File: src/rtl/reg_bus_arbiter_if.sv
// Register-bus arbiter signal bundle: two master request/ack
// channels, the shared register bus, and arbiter status.
interface reg_bus_arbiter_if #(
    parameter int pADDR_WIDTH = 8
);
    logic                   m0_req;
    logic                   m0_lock;
    logic                   m0_write;
    logic [pADDR_WIDTH-1:0] m0_addr;
    logic [7:0]             m0_wdata;
    logic                   m0_ack;
    logic [7:0]             m0_rdata;

    logic                   m1_req;
    logic                   m1_lock;
    logic                   m1_write;
    logic [pADDR_WIDTH-1:0] m1_addr;
    logic [7:0]             m1_wdata;
    logic                   m1_ack;
    logic [7:0]             m1_rdata;

    logic [pADDR_WIDTH-1:0] reg_addr;
    logic [7:0]             reg_wdata;
    logic                   reg_write;
    logic                   reg_read;
    logic [7:0]             reg_datai;

    logic                   owner;
    logic                   busy;
    logic                   locked;
    logic                   lock_timeout;

    modport slave (
        input  m0_req, m0_lock, m0_write, m0_addr, m0_wdata,
        input  m1_req, m1_lock, m1_write, m1_addr, m1_wdata,
        input  reg_datai,
        output m0_ack, m0_rdata, m1_ack, m1_rdata,
        output reg_addr, reg_wdata, reg_write, reg_read,
        output owner, busy, locked, lock_timeout
    );

    modport master (
        output m0_req, m0_lock, m0_write, m0_addr, m0_wdata,
        output m1_req, m1_lock, m1_write, m1_addr, m1_wdata,
        output reg_datai,
        input  m0_ack, m0_rdata, m1_ack, m1_rdata,
        input  reg_addr, reg_wdata, reg_write, reg_read,
        input  owner, busy, locked, lock_timeout
    );
endinterface

File: src/rtl/reg_bus_arbiter.sv
// Two-master round-robin arbiter for the 8-bit register bus,
// with optional bus lock and forced lock release on idle timeout.
module reg_bus_arbiter #(
    parameter int pADDR_WIDTH   = 8,
    parameter int pREAD_LATENCY = 2,
    parameter int pLOCK_TIMEOUT = 255
) (
    input  logic             clk_usb,
    input  logic             reset,
    reg_bus_arbiter_if.slave bus
);

    typedef enum logic [1:0] {
        IDLE,
        XFER,
        ACK
    } state_t;

    localparam logic [3:0]  RL_LAST = 4'(pREAD_LATENCY - 1);
    localparam logic [16:0] TMO     = 17'(pLOCK_TIMEOUT);

    state_t                 state_q, state_d;
    logic                   owner_q, owner_d;
    logic                   last_q, last_d;
    logic                   locked_q, locked_d;
    logic                   lto_q, lto_d;
    logic                   wr_q, wr_d;
    logic [pADDR_WIDTH-1:0] addr_q, addr_d;
    logic [7:0]             wdata_q, wdata_d;
    logic [3:0]             cnt_q, cnt_d;
    logic [15:0]            lcnt_q, lcnt_d;
    logic [7:0]             rdata0_q, rdata0_d;
    logic [7:0]             rdata1_q, rdata1_d;

    logic own_req;
    logic tmo;
    logic hold;
    logic e0;
    logic e1;
    logic grant;
    logic gnt_id;

    // State and datapath registers; reset aborts any access in flight.
    always_ff @(posedge clk_usb or posedge reset) begin
        if (reset) begin
            state_q  <= IDLE;
            owner_q  <= 1'b0;
            last_q   <= 1'b1;
            locked_q <= 1'b0;
            lto_q    <= 1'b0;
            wr_q     <= 1'b0;
            addr_q   <= '0;
            wdata_q  <= '0;
            cnt_q    <= '0;
            lcnt_q   <= '0;
            rdata0_q <= '0;
            rdata1_q <= '0;
        end else begin
            state_q  <= state_d;
            owner_q  <= owner_d;
            last_q   <= last_d;
            locked_q <= locked_d;
            lto_q    <= lto_d;
            wr_q     <= wr_d;
            addr_q   <= addr_d;
            wdata_q  <= wdata_d;
            cnt_q    <= cnt_d;
            lcnt_q   <= lcnt_d;
            rdata0_q <= rdata0_d;
            rdata1_q <= rdata1_d;
        end
    end

    // Arbitration, lock bookkeeping and access sequencing.
    always_comb begin
        state_d  = state_q;
        owner_d  = owner_q;
        last_d   = last_q;
        locked_d = locked_q;
        lto_d    = lto_q;
        wr_d     = wr_q;
        addr_d   = addr_q;
        wdata_d  = wdata_q;
        cnt_d    = cnt_q;
        lcnt_d   = lcnt_q;
        rdata0_d = rdata0_q;
        rdata1_d = rdata1_q;
        own_req  = owner_q ? bus.m1_req : bus.m0_req;
        tmo      = 1'b0;
        hold     = 1'b0;
        e0       = 1'b0;
        e1       = 1'b0;
        grant    = 1'b0;
        gnt_id   = last_q;

        unique case (state_q)
            IDLE: begin
                if (locked_q && !own_req) begin
                    lcnt_d = lcnt_q + 16'd1;
                    if (({1'b0, lcnt_q} + 17'd1) == TMO) begin
                        tmo      = 1'b1;
                        locked_d = 1'b0;
                        lto_d    = 1'b1;
                        lcnt_d   = '0;
                    end
                end
                hold = locked_q && !tmo;
                e0   = bus.m0_req && !(hold && owner_q);
                e1   = bus.m1_req && !(hold && !owner_q);
                if (e0 && e1) begin
                    grant  = 1'b1;
                    gnt_id = !last_q;
                end else if (e0) begin
                    grant  = 1'b1;
                    gnt_id = 1'b0;
                end else if (e1) begin
                    grant  = 1'b1;
                    gnt_id = 1'b1;
                end
                if (grant) begin
                    owner_d = gnt_id;
                    last_d  = gnt_id;
                    lcnt_d  = '0;
                    addr_d  = gnt_id ? bus.m1_addr : bus.m0_addr;
                    wdata_d = gnt_id ? bus.m1_wdata : bus.m0_wdata;
                    wr_d    = gnt_id ? bus.m1_write : bus.m0_write;
                    cnt_d   = RL_LAST;
                    state_d = XFER;
                end
            end
            XFER: begin
                if (wr_q) begin
                    state_d = ACK;
                end else if (cnt_q == 4'd0) begin
                    if (owner_q) begin
                        rdata1_d = bus.reg_datai;
                    end else begin
                        rdata0_d = bus.reg_datai;
                    end
                    state_d = ACK;
                end else begin
                    cnt_d = cnt_q - 4'd1;
                end
            end
            ACK: begin
                locked_d = owner_q ? bus.m1_lock : bus.m0_lock;
                if (wr_q && (addr_q == '0)) begin
                    lto_d = 1'b0;
                end
                state_d = IDLE;
            end
            default: begin
                state_d = IDLE;
            end
        endcase
    end

    assign bus.reg_addr     = addr_q;
    assign bus.reg_wdata    = wdata_q;
    assign bus.reg_write    = (state_q == XFER) && wr_q;
    assign bus.reg_read     = (state_q == XFER) && !wr_q;
    assign bus.m0_ack       = (state_q == ACK) && !owner_q;
    assign bus.m1_ack       = (state_q == ACK) && owner_q;
    assign bus.m0_rdata     = rdata0_q;
    assign bus.m1_rdata     = rdata1_q;
    assign bus.owner        = owner_q;
    assign bus.busy         = (state_q != IDLE);
    assign bus.locked       = locked_q;
    assign bus.lock_timeout = lto_q;

endmodule

File: src/flat_wrapper.sv
// flat-port wrapper written by rule: the top's interface ports become plain ports
module reg_bus_arbiter_flat 
#(
    parameter int pADDR_WIDTH   = 8,
    parameter int pREAD_LATENCY = 2,
    parameter int pLOCK_TIMEOUT = 255
)
  (clk_usb, reset, bus_m0_req, bus_m0_lock, bus_m0_write, bus_m0_addr, bus_m0_wdata, bus_m1_req, bus_m1_lock, bus_m1_write, bus_m1_addr, bus_m1_wdata, bus_reg_datai, bus_m0_ack, bus_m0_rdata, bus_m1_ack, bus_m1_rdata, bus_reg_addr, bus_reg_wdata, bus_reg_write, bus_reg_read, bus_owner, bus_busy, bus_locked, bus_lock_timeout);
  reg_bus_arbiter_if #(.pADDR_WIDTH(pADDR_WIDTH)) bus_i ();
  input  logic clk_usb;
  input  logic reset;
  input wire logic [$bits(bus_i.m0_req)-1:0] bus_m0_req;
  input wire logic [$bits(bus_i.m0_lock)-1:0] bus_m0_lock;
  input wire logic [$bits(bus_i.m0_write)-1:0] bus_m0_write;
  input wire logic [$bits(bus_i.m0_addr)-1:0] bus_m0_addr;
  input wire logic [$bits(bus_i.m0_wdata)-1:0] bus_m0_wdata;
  input wire logic [$bits(bus_i.m1_req)-1:0] bus_m1_req;
  input wire logic [$bits(bus_i.m1_lock)-1:0] bus_m1_lock;
  input wire logic [$bits(bus_i.m1_write)-1:0] bus_m1_write;
  input wire logic [$bits(bus_i.m1_addr)-1:0] bus_m1_addr;
  input wire logic [$bits(bus_i.m1_wdata)-1:0] bus_m1_wdata;
  input wire logic [$bits(bus_i.reg_datai)-1:0] bus_reg_datai;
  output wire logic [$bits(bus_i.m0_ack)-1:0] bus_m0_ack;
  output wire logic [$bits(bus_i.m0_rdata)-1:0] bus_m0_rdata;
  output wire logic [$bits(bus_i.m1_ack)-1:0] bus_m1_ack;
  output wire logic [$bits(bus_i.m1_rdata)-1:0] bus_m1_rdata;
  output wire logic [$bits(bus_i.reg_addr)-1:0] bus_reg_addr;
  output wire logic [$bits(bus_i.reg_wdata)-1:0] bus_reg_wdata;
  output wire logic [$bits(bus_i.reg_write)-1:0] bus_reg_write;
  output wire logic [$bits(bus_i.reg_read)-1:0] bus_reg_read;
  output wire logic [$bits(bus_i.owner)-1:0] bus_owner;
  output wire logic [$bits(bus_i.busy)-1:0] bus_busy;
  output wire logic [$bits(bus_i.locked)-1:0] bus_locked;
  output wire logic [$bits(bus_i.lock_timeout)-1:0] bus_lock_timeout;
  assign bus_i.m0_req = bus_m0_req;
  assign bus_i.m0_lock = bus_m0_lock;
  assign bus_i.m0_write = bus_m0_write;
  assign bus_i.m0_addr = bus_m0_addr;
  assign bus_i.m0_wdata = bus_m0_wdata;
  assign bus_i.m1_req = bus_m1_req;
  assign bus_i.m1_lock = bus_m1_lock;
  assign bus_i.m1_write = bus_m1_write;
  assign bus_i.m1_addr = bus_m1_addr;
  assign bus_i.m1_wdata = bus_m1_wdata;
  assign bus_i.reg_datai = bus_reg_datai;
  assign bus_m0_ack = bus_i.m0_ack;
  assign bus_m0_rdata = bus_i.m0_rdata;
  assign bus_m1_ack = bus_i.m1_ack;
  assign bus_m1_rdata = bus_i.m1_rdata;
  assign bus_reg_addr = bus_i.reg_addr;
  assign bus_reg_wdata = bus_i.reg_wdata;
  assign bus_reg_write = bus_i.reg_write;
  assign bus_reg_read = bus_i.reg_read;
  assign bus_owner = bus_i.owner;
  assign bus_busy = bus_i.busy;
  assign bus_locked = bus_i.locked;
  assign bus_lock_timeout = bus_i.lock_timeout;
  reg_bus_arbiter #(.pADDR_WIDTH(pADDR_WIDTH), .pREAD_LATENCY(pREAD_LATENCY), .pLOCK_TIMEOUT(pLOCK_TIMEOUT)) u_core (.clk_usb(clk_usb), .reset(reset), .bus(bus_i));
endmodule
File: config.mk
export PLATFORM = sky130hd
export DESIGN_NAME = reg_bus_arbiter_flat
export DESIGN_NICKNAME = d
export VERILOG_FILES = /design/src/rtl/reg_bus_arbiter_if.sv /design/src/rtl/reg_bus_arbiter.sv /design/src/flat_wrapper.sv
export SDC_FILE = /design/constraint.sdc
export NUM_CORES = 1
export LEC_CHECK = 0
export CAP_MARGIN = 40
export CORE_UTILIZATION = 43
export CTS_CLUSTER_DIAMETER = 40
export CTS_CLUSTER_SIZE = 14
export DETAILED_ROUTE_END_ITERATION = 10
export PLACE_DENSITY = 0.76
export REMOVE_ABC_BUFFERS = 1
export SETUP_SLACK_MARGIN = 0.2
export SLEW_MARGIN = 10
export SYNTH_ARGS = -nofsm -noshare
export SYNTH_HDL_FRONTEND = slang
export SYNTH_SLANG_ARGS = --single-unit
File: constraint.sdc
create_clock -name clk_usb -period 3.2 [get_ports clk_usb]
set_input_delay 0.64 -clock clk_usb [delete_from_list [all_inputs] [get_ports clk_usb]]
set_output_delay 0.64 -clock clk_usb [all_outputs]
set_load 0.05 [all_outputs]
; Word-level counts from Yosys, hierarchy flattened
; Cells that the tools add are included.
; W data, S select, Z words.
[op_classes]
addsub = 3
multipliers = 0
div = 0
order_cmp = 0
eq_ne = 10
shifts = 0
muxes = 34
n_bitwise = 2
n_reduce_logical = 34
[op_table]
columns = op, n
row1 = $mux W16, 3
row2 = $mux W1, 19
row3 = $add A16 B1 Y17 const B, 1
row4 = $eq A17 B8 Y1 const B, 1
row5 = $add A16 B1 Y16 const B, 1
row6 = $mux W8, 2
row7 = $reduce_and A4 Y1, 4
row8 = $logic_and A1 B1 Y1, 12
row9 = $mux W4, 3
row10 = $logic_not A8 Y1, 1
row11 = $ne A2 B1 Y1 const B, 4
row12 = $pmux W4 S2, 1
row13 = $reduce_bool A2 Y1, 4
row14 = $logic_not A1 Y1, 7
row15 = $mux W2, 3
row16 = $reduce_and A2 Y1, 3
row17 = $logic_not A4 Y1, 1
row18 = $ne A2 B2 Y1 const B, 2
row19 = $pmux W1 S2, 2
row20 = $pmux W2 S2, 1
row21 = $sub A4 B1 Y4 const B, 1
row22 = $ne A3 B1 Y1 const B, 1
row23 = $reduce_and A3 Y1, 1
row24 = $eq A2 B1 Y1 const B, 1
row25 = other kinds (3), 4
[totals]
reg_bits = 59
latchBits = 0
mem_bits_rw = 0
mem_bits_ro = 0
inputBits = 48
out_inout_bits = 40
wordCells = 95
mem_count = 0

; Longest topological paths before layout
[depth]
ltp_word = 16
mapped_depth = 11
ltp_nobuf = 9

; Worst setup path before layout
; No wires, ideal clock.
[synth_path]
kind = reg-to-reg
from = register u_core.lcnt_q[0]
to = register u_core.addr_q[0], in the netlist u_core.bus.reg_addr[0]
setup_ns = 0.132
arrival_ns = 2.811
required_ns = 3.068
slack_ns = 0.257
stages_incl_launch_ff = 12
n_path_buf = 2
synth_period_minus_slack_ns = 2.943
cell_sequence = dfrtp_1 > ha_1 > nand3_1 > nor3_1 > xor2_1 > or4b_4 > or4_1 > nand3_1 > buf_6 > buf_12 > mux2i_1 > o21ai_1
[synth_between]
elab_chain_len = 15
elab_cells_between_ends = 24
cone_classes = 1 x add/sub / 1 x eq/ne / 12 x mux / 10 x reduce/logical
[synth_rtl]
columns = element, line_no
row1 = from (decl), reg_bus_arbiter.sv:31  ; logic [15:0] lcnt_q, lcnt_d;
row2 = from (signal assigned), reg_bus_arbiter.sv:68  ; lcnt_q <= lcnt_d;
row3 = $add A16 B1 Y17 *, reg_bus_arbiter.sv:100  ; if (({1'b0, lcnt_q} + 17'd1) == TMO) begin
row4 = $eq A17 B8 Y1 *, reg_bus_arbiter.sv:100
row5 = $mux W1 *, reg_bus_arbiter.sv:100
row6 = $mux W1 *, reg_bus_arbiter.sv:98  ; if (locked_q && !own_req) begin
row7 = $mux W1 *, reg_bus_arbiter.sv:96  ; unique case (state_q)
row8 = $logic_not A1 Y1 *, reg_bus_arbiter.sv:107  ; hold = locked_q && !tmo;
row9 = $logic_and A1 B1 Y1 *, reg_bus_arbiter.sv:107
row10 = $logic_and A1 B1 Y1, reg_bus_arbiter.sv:109  ; e1 = bus.m1_req && !(hold && !owner_q);
row11 = $logic_not A1 Y1, reg_bus_arbiter.sv:109
row12 = $logic_and A1 B1 Y1, reg_bus_arbiter.sv:109
row13 = $mux W1, reg_bus_arbiter.sv:116  ; end else if (e1) begin
row14 = $mux W1, reg_bus_arbiter.sv:113  ; end else if (e0) begin
row15 = $mux W1, reg_bus_arbiter.sv:110  ; if (e0 && e1) begin
row16 = $mux W1, reg_bus_arbiter.sv:96
row17 = $mux W8 or $reduce_and A2 Y1 (tied branches), --
row18 = to (signal assigned), reg_bus_arbiter.sv:65  ; addr_q <= addr_d;
row19 = to (decl), reg_bus_arbiter.sv:28  ; logic [pADDR_WIDTH-1:0] addr_q, addr_d;
; Every way passes the cells marked *; elsewhere a longest branch is shown, timed or not. The select of a mux whose other input is x is not followed.
; A chain may end at the register's enable or synchronous reset.

; Worst setup path in the final report
[layout_path]
from = register u_core.lcnt_q[9]
to = register u_core.wdata_q[5], in the netlist u_core.bus.reg_wdata[5]
[layout_between]
elab_chain_len = 15
elab_cells_between_ends = 24
cone_classes = 1 x add/sub / 1 x eq/ne / 12 x mux / 10 x reduce/logical
[layout_rtl]
columns = element, line_no
row1 = $add A16 B1 Y17 *, reg_bus_arbiter.sv:100
row2 = $eq A17 B8 Y1 *, reg_bus_arbiter.sv:100
row3 = $mux W1 *, reg_bus_arbiter.sv:100
row4 = $mux W1 *, reg_bus_arbiter.sv:98
row5 = $mux W1 *, reg_bus_arbiter.sv:96
row6 = $logic_not A1 Y1 *, reg_bus_arbiter.sv:107
row7 = $logic_and A1 B1 Y1 *, reg_bus_arbiter.sv:107
row8 = $logic_and A1 B1 Y1, reg_bus_arbiter.sv:109
row9 = $logic_not A1 Y1, reg_bus_arbiter.sv:109
row10 = $logic_and A1 B1 Y1, reg_bus_arbiter.sv:109
row11 = $mux W1, reg_bus_arbiter.sv:116
row12 = $mux W1, reg_bus_arbiter.sv:113
row13 = $mux W1, reg_bus_arbiter.sv:110
row14 = $mux W1, reg_bus_arbiter.sv:96
row15 = $mux W8 or $reduce_and A2 Y1 (tied branches), --
row16 = to (signal assigned), reg_bus_arbiter.sv:66  ; wdata_q <= wdata_d;
row17 = to (decl), reg_bus_arbiter.sv:29  ; logic [7:0] wdata_q, wdata_d;
; Marked as above.

==> impl_metrics.ini <==
[cts]
cts_tree = yes
cts_root_buffer = clkbuf_8
clockBufferDepth = 2
clk_latency_ps = 350
cts_htree_levels = 3
cts_buffers = 9
path_clk_slew_ps = 70
cts_hold_buf = 0
clock-sinks = 59

[setup_path]
cp_num_cells = 11
critical_path_buf_inv_count = 3
critPathMaxStageDelay_ps = 520
end_kind = flop
critical_path_arrival_ps = 3090
crit_type = reg -> reg
crit_chain = nand4_1 -> buf_4 -> or4_4 -> nor2_4 -> o2111ai_4 -> buf_4 -> or4_4 -> nand3_4 -> clkbuf_16 -> mux2i_1 -> o21ai_0
rr_worst_depth = 11
cp.required_ps = 3420
path_max_fanout = 9
cp-start-kind = flop
rr_startpoint = u_core.lcnt_q[9]$_DFFE_PP0P_
cp_slowest_cell = or4_4
cp_top_family = simple AND/OR/NAND/NOR gates
r2r_slack_ps = 320
reg2reg_to = u_core.bus.reg_wdata[5]$_DFFE_PP0P_

[final_layout]
syn_to_final_growth_pct = 45.7
diodes = 0
final_util_pct = 65.7
fin_cells = 515
fillers = 551
drive_gt1_share_pct = 19.8
num-nets-final = 466
register_area_um2 = 1490
multiInputGateArea_um2 = 1620

[floorplan]
die_x_um = 86.9
coreArea_um2 = 6870
dieArea_um2 = 7550
ios = 88
rows = 30
fp.dieH_um = 86.9
start_util_pct = 45.1

[synthesis]
ys.flop_type = dfrtp_1
synth-seq-cells = 59
yosysTopAreaCell = dfrtp_1
syn-cell-area_um2 = 3100
ys_seq_area_share_pct = 47.7
synth_fa_ha_area_share_pct = 1.61
synth_top_area_share_pct = 46.8
synth_cell_type_count = 51
synth-xor-area-share_pct = 2.26
synthMuxAreaShare_pct = 12.6
yosysMostFrequentCell = dfrtp_1
synth_top_family_by_area = simple AND/OR/NAND/NOR gates
ys_async_sr_fraction_pct = 100
synthSimpleGateAreaFrac_pct = 17.7
synth_area_leaders = dfrtp_1, mux2i_1, mux2_2
ys_warn_count = 0
synth_cells = 305
avgSynthCellArea_um2 = 10.2
synth_compound_area_share_pct = 14.5
synth_common_cells = dfrtp_1, nand2_1, o21ai_0, mux2i_1, mux2_2
synth_edf_count = 0

[grt]
antenna_found_initial = 0
grt_pass1_wl_um = 12700
overflow = 0
grt_usage_pct = 22.0
grt_pass1_vias = 2702
grt_max_degree = 36

[run_status]
outcome = finished, final reports clean

[timing]
finalCriticalPeriod_ps = 2880
slew_headroom_pct = 48.3
drv_slew = 0
fin_worst_skew_ps = 5.23
finalSetupViolCount = 0
hold_violations = 0
finalSetupTns_ps = 0
rsz0062_at_grt = false
timing.fmax_mhz = 348
tightest_slew_ps = 774
fin_crit_sh_pct = 89.9

[power_and_ir_drop]
leakagePower_nw = 1.92
irDropWorstVdd_v = 0.000675
pwr_density_cell_nw_per_um2 = 964

[detailed_routing]
drt-total-wl_um = 7780
drt-wirelength-per-cell_um = 15.1
ant_nets = 0
drtIter0Drc = 147
dr.pass1.iters = 4
vias_per_cell = 5.37
via_count = 2767
route.detailed.drc = 0

[job]
maxCapViolCount = 0

[place]
placedCellCount = 487
routabilityCongestion = 0.867
port_buffers = 87
dp_hpwl_um = 5240

[hold_path]
hold_end = u_core.bus.reg_wdata[3]$_DFFE_PP0P_
hold_class = reg -> reg
holdPathStages = 2
hold_start = u_core.bus.reg_wdata[3]$_DFFE_PP0P_
-- worst register-to-register path: stages, from the launching register on --
cell and delay, ps:
dfrtp_2 420, nand4_1 120, buf_4 180, or4_4 520
nor2_4 150, o2111ai_4 120, buf_4 190, or4_4 490
nand3_4 110, clkbuf_16 180, mux2i_1 180, o21ai_0 100
-- per-stage QoR --
| stage | power (W) | cell area (um^2) | hold slack, ps | worst slack (ps) |
|---|---|---|---|---|
| floorplan | 0.00283 | 3030 | 481 | -697 |
| detailed placement | 0.00369 | 4130 | 478 | 64.2 |
| finish | 0.00435 | 4510 | 486 | 323 |
| CTS | 0.00429 | 4320 | 495 | 203 |
| global placement | 0.00364 | 4130 | 473 | 157 |
| global route | 0.00462 | 4510 | 530 | 221 |
-- kinds of logic (layout without fill, tap and decap cells) --
group | Yosys count | in the layout
flip-flops | 59 | 59
AO/OA/AOI/OAI | 69 | 69
AND/OR/NAND/NOR | 105 | 105
buffers and inverters | 23 | 137
XOR/XNOR | 8 | 8
adder cells (fa/ha/maj) | 4 | 4
multiplexers | 37 | 37
-- area by class of cell --
cell class / count / share of cell area (%)
timing repair buffer: 110 / 24.1
clock inverter: 6 / 0.721
tap: 96 / 2.66
clock buffer: 10 / 2.83
multi-input combinational: 223 / 35.8
sequential: 59 / 32.9
inverter: 11 / 0.915
-- registers in the layout, summed over array words and instances (netlist names), 2 cells and up --
signal	flops
u_core.bus.reg_addr	8
u_core.bus.reg_wdata	8
u_core.lcnt_q	16
u_core.bus.m0_rdata	8
u_core.state_q	2
u_core.cnt_q	4
u_core.bus.m1_rdata	8
-- routing by layer --
layer | vias up | global-route usage [%] | wire length [um]
li1 | 1312 | - | -
met1 | 1344 | 27.9 | 3260
met2 | 95 | 35.1 | 3880
met3 | 16 | 5.40 | 471
met4 | 0 | 10.8 | 171
met5 | - | 0 | 0
-- what timing repair did --
item	in CTS	in global routing
resized for setup	4	22
buffers inserted	2	9
pin swaps	1	6
gates cloned	0	1
endpoints found under the setup margin	19	23
-- how the worst max path moves through the flow --
stage | from | end | slack (ps)
2_1_floorplan | u_core.lcnt_q[0]$_DFFE_PP0P_ | u_core.cnt_q[0]$_DFFE_PP0P_ | -700
3_3_place_gp | u_core.lcnt_q[0]$_DFFE_PP0P_ | u_core.bus.reg_addr[7]$_DFFE_PP0P_ | 160
3_5_place_dp | u_core.lcnt_q[0]$_DFFE_PP0P_ | u_core.bus.reg_addr[5]$_DFFE_PP0P_ | 60
4_1_cts | u_core.lcnt_q[0]$_DFFE_PP0P_ | u_core.bus.reg_addr[5]$_DFFE_PP0P_ | 200
5_1_grt | u_core.lcnt_q[9]$_DFFE_PP0P_ | u_core.bus.reg_addr[7]$_DFFE_PP0P_ | 220
6_report | u_core.lcnt_q[9]$_DFFE_PP0P_ | u_core.bus.reg_wdata[5]$_DFFE_PP0P_ | 320
-- cells in the final DEF (no fill, tap or decap), types with 2 or more instances in the layout --
cell	count
and3_1	4
dfrtp_1	51
buf_4	19
nand2b_1	5
clkdlybuf4s50_1	87
a22o_1	2
or4_1	2
nor4_4	2
nor3b_1	4
o21ai_0	24
dfrtp_2	7
clkinv_2	5
o21a_1	2
or3_1	2
nor4_1	2
o31ai_1	3
o211ai_1	2
o41ai_1	5
nand2_1	43
xnor2_1	6
nand3_4	3
clkbuf_8	9
or4_4	2
nor2_1	14
nand4_1	3
and2_1	2
xor2_1	2
o21ai_1	12
a21oi_1	5
o22ai_1	2
mux2i_1	19
a21o_1	4
inv_1	10
nand3_1	6
ha_1	3
mux2_2	17
buf_12	2
a31oi_1	4
-- power by group --
part | internal (W) | switching (W) | total [W]
registers | 0.00102 | 0.000222 | 0.00125
clock network | 0.000273 | 0.000298 | 0.000572
logic | 0.000968 | 0.00157 | 0.00254
total | 0.00227 | 0.00209 | 0.00435
(Power assumes the default switching activity.)
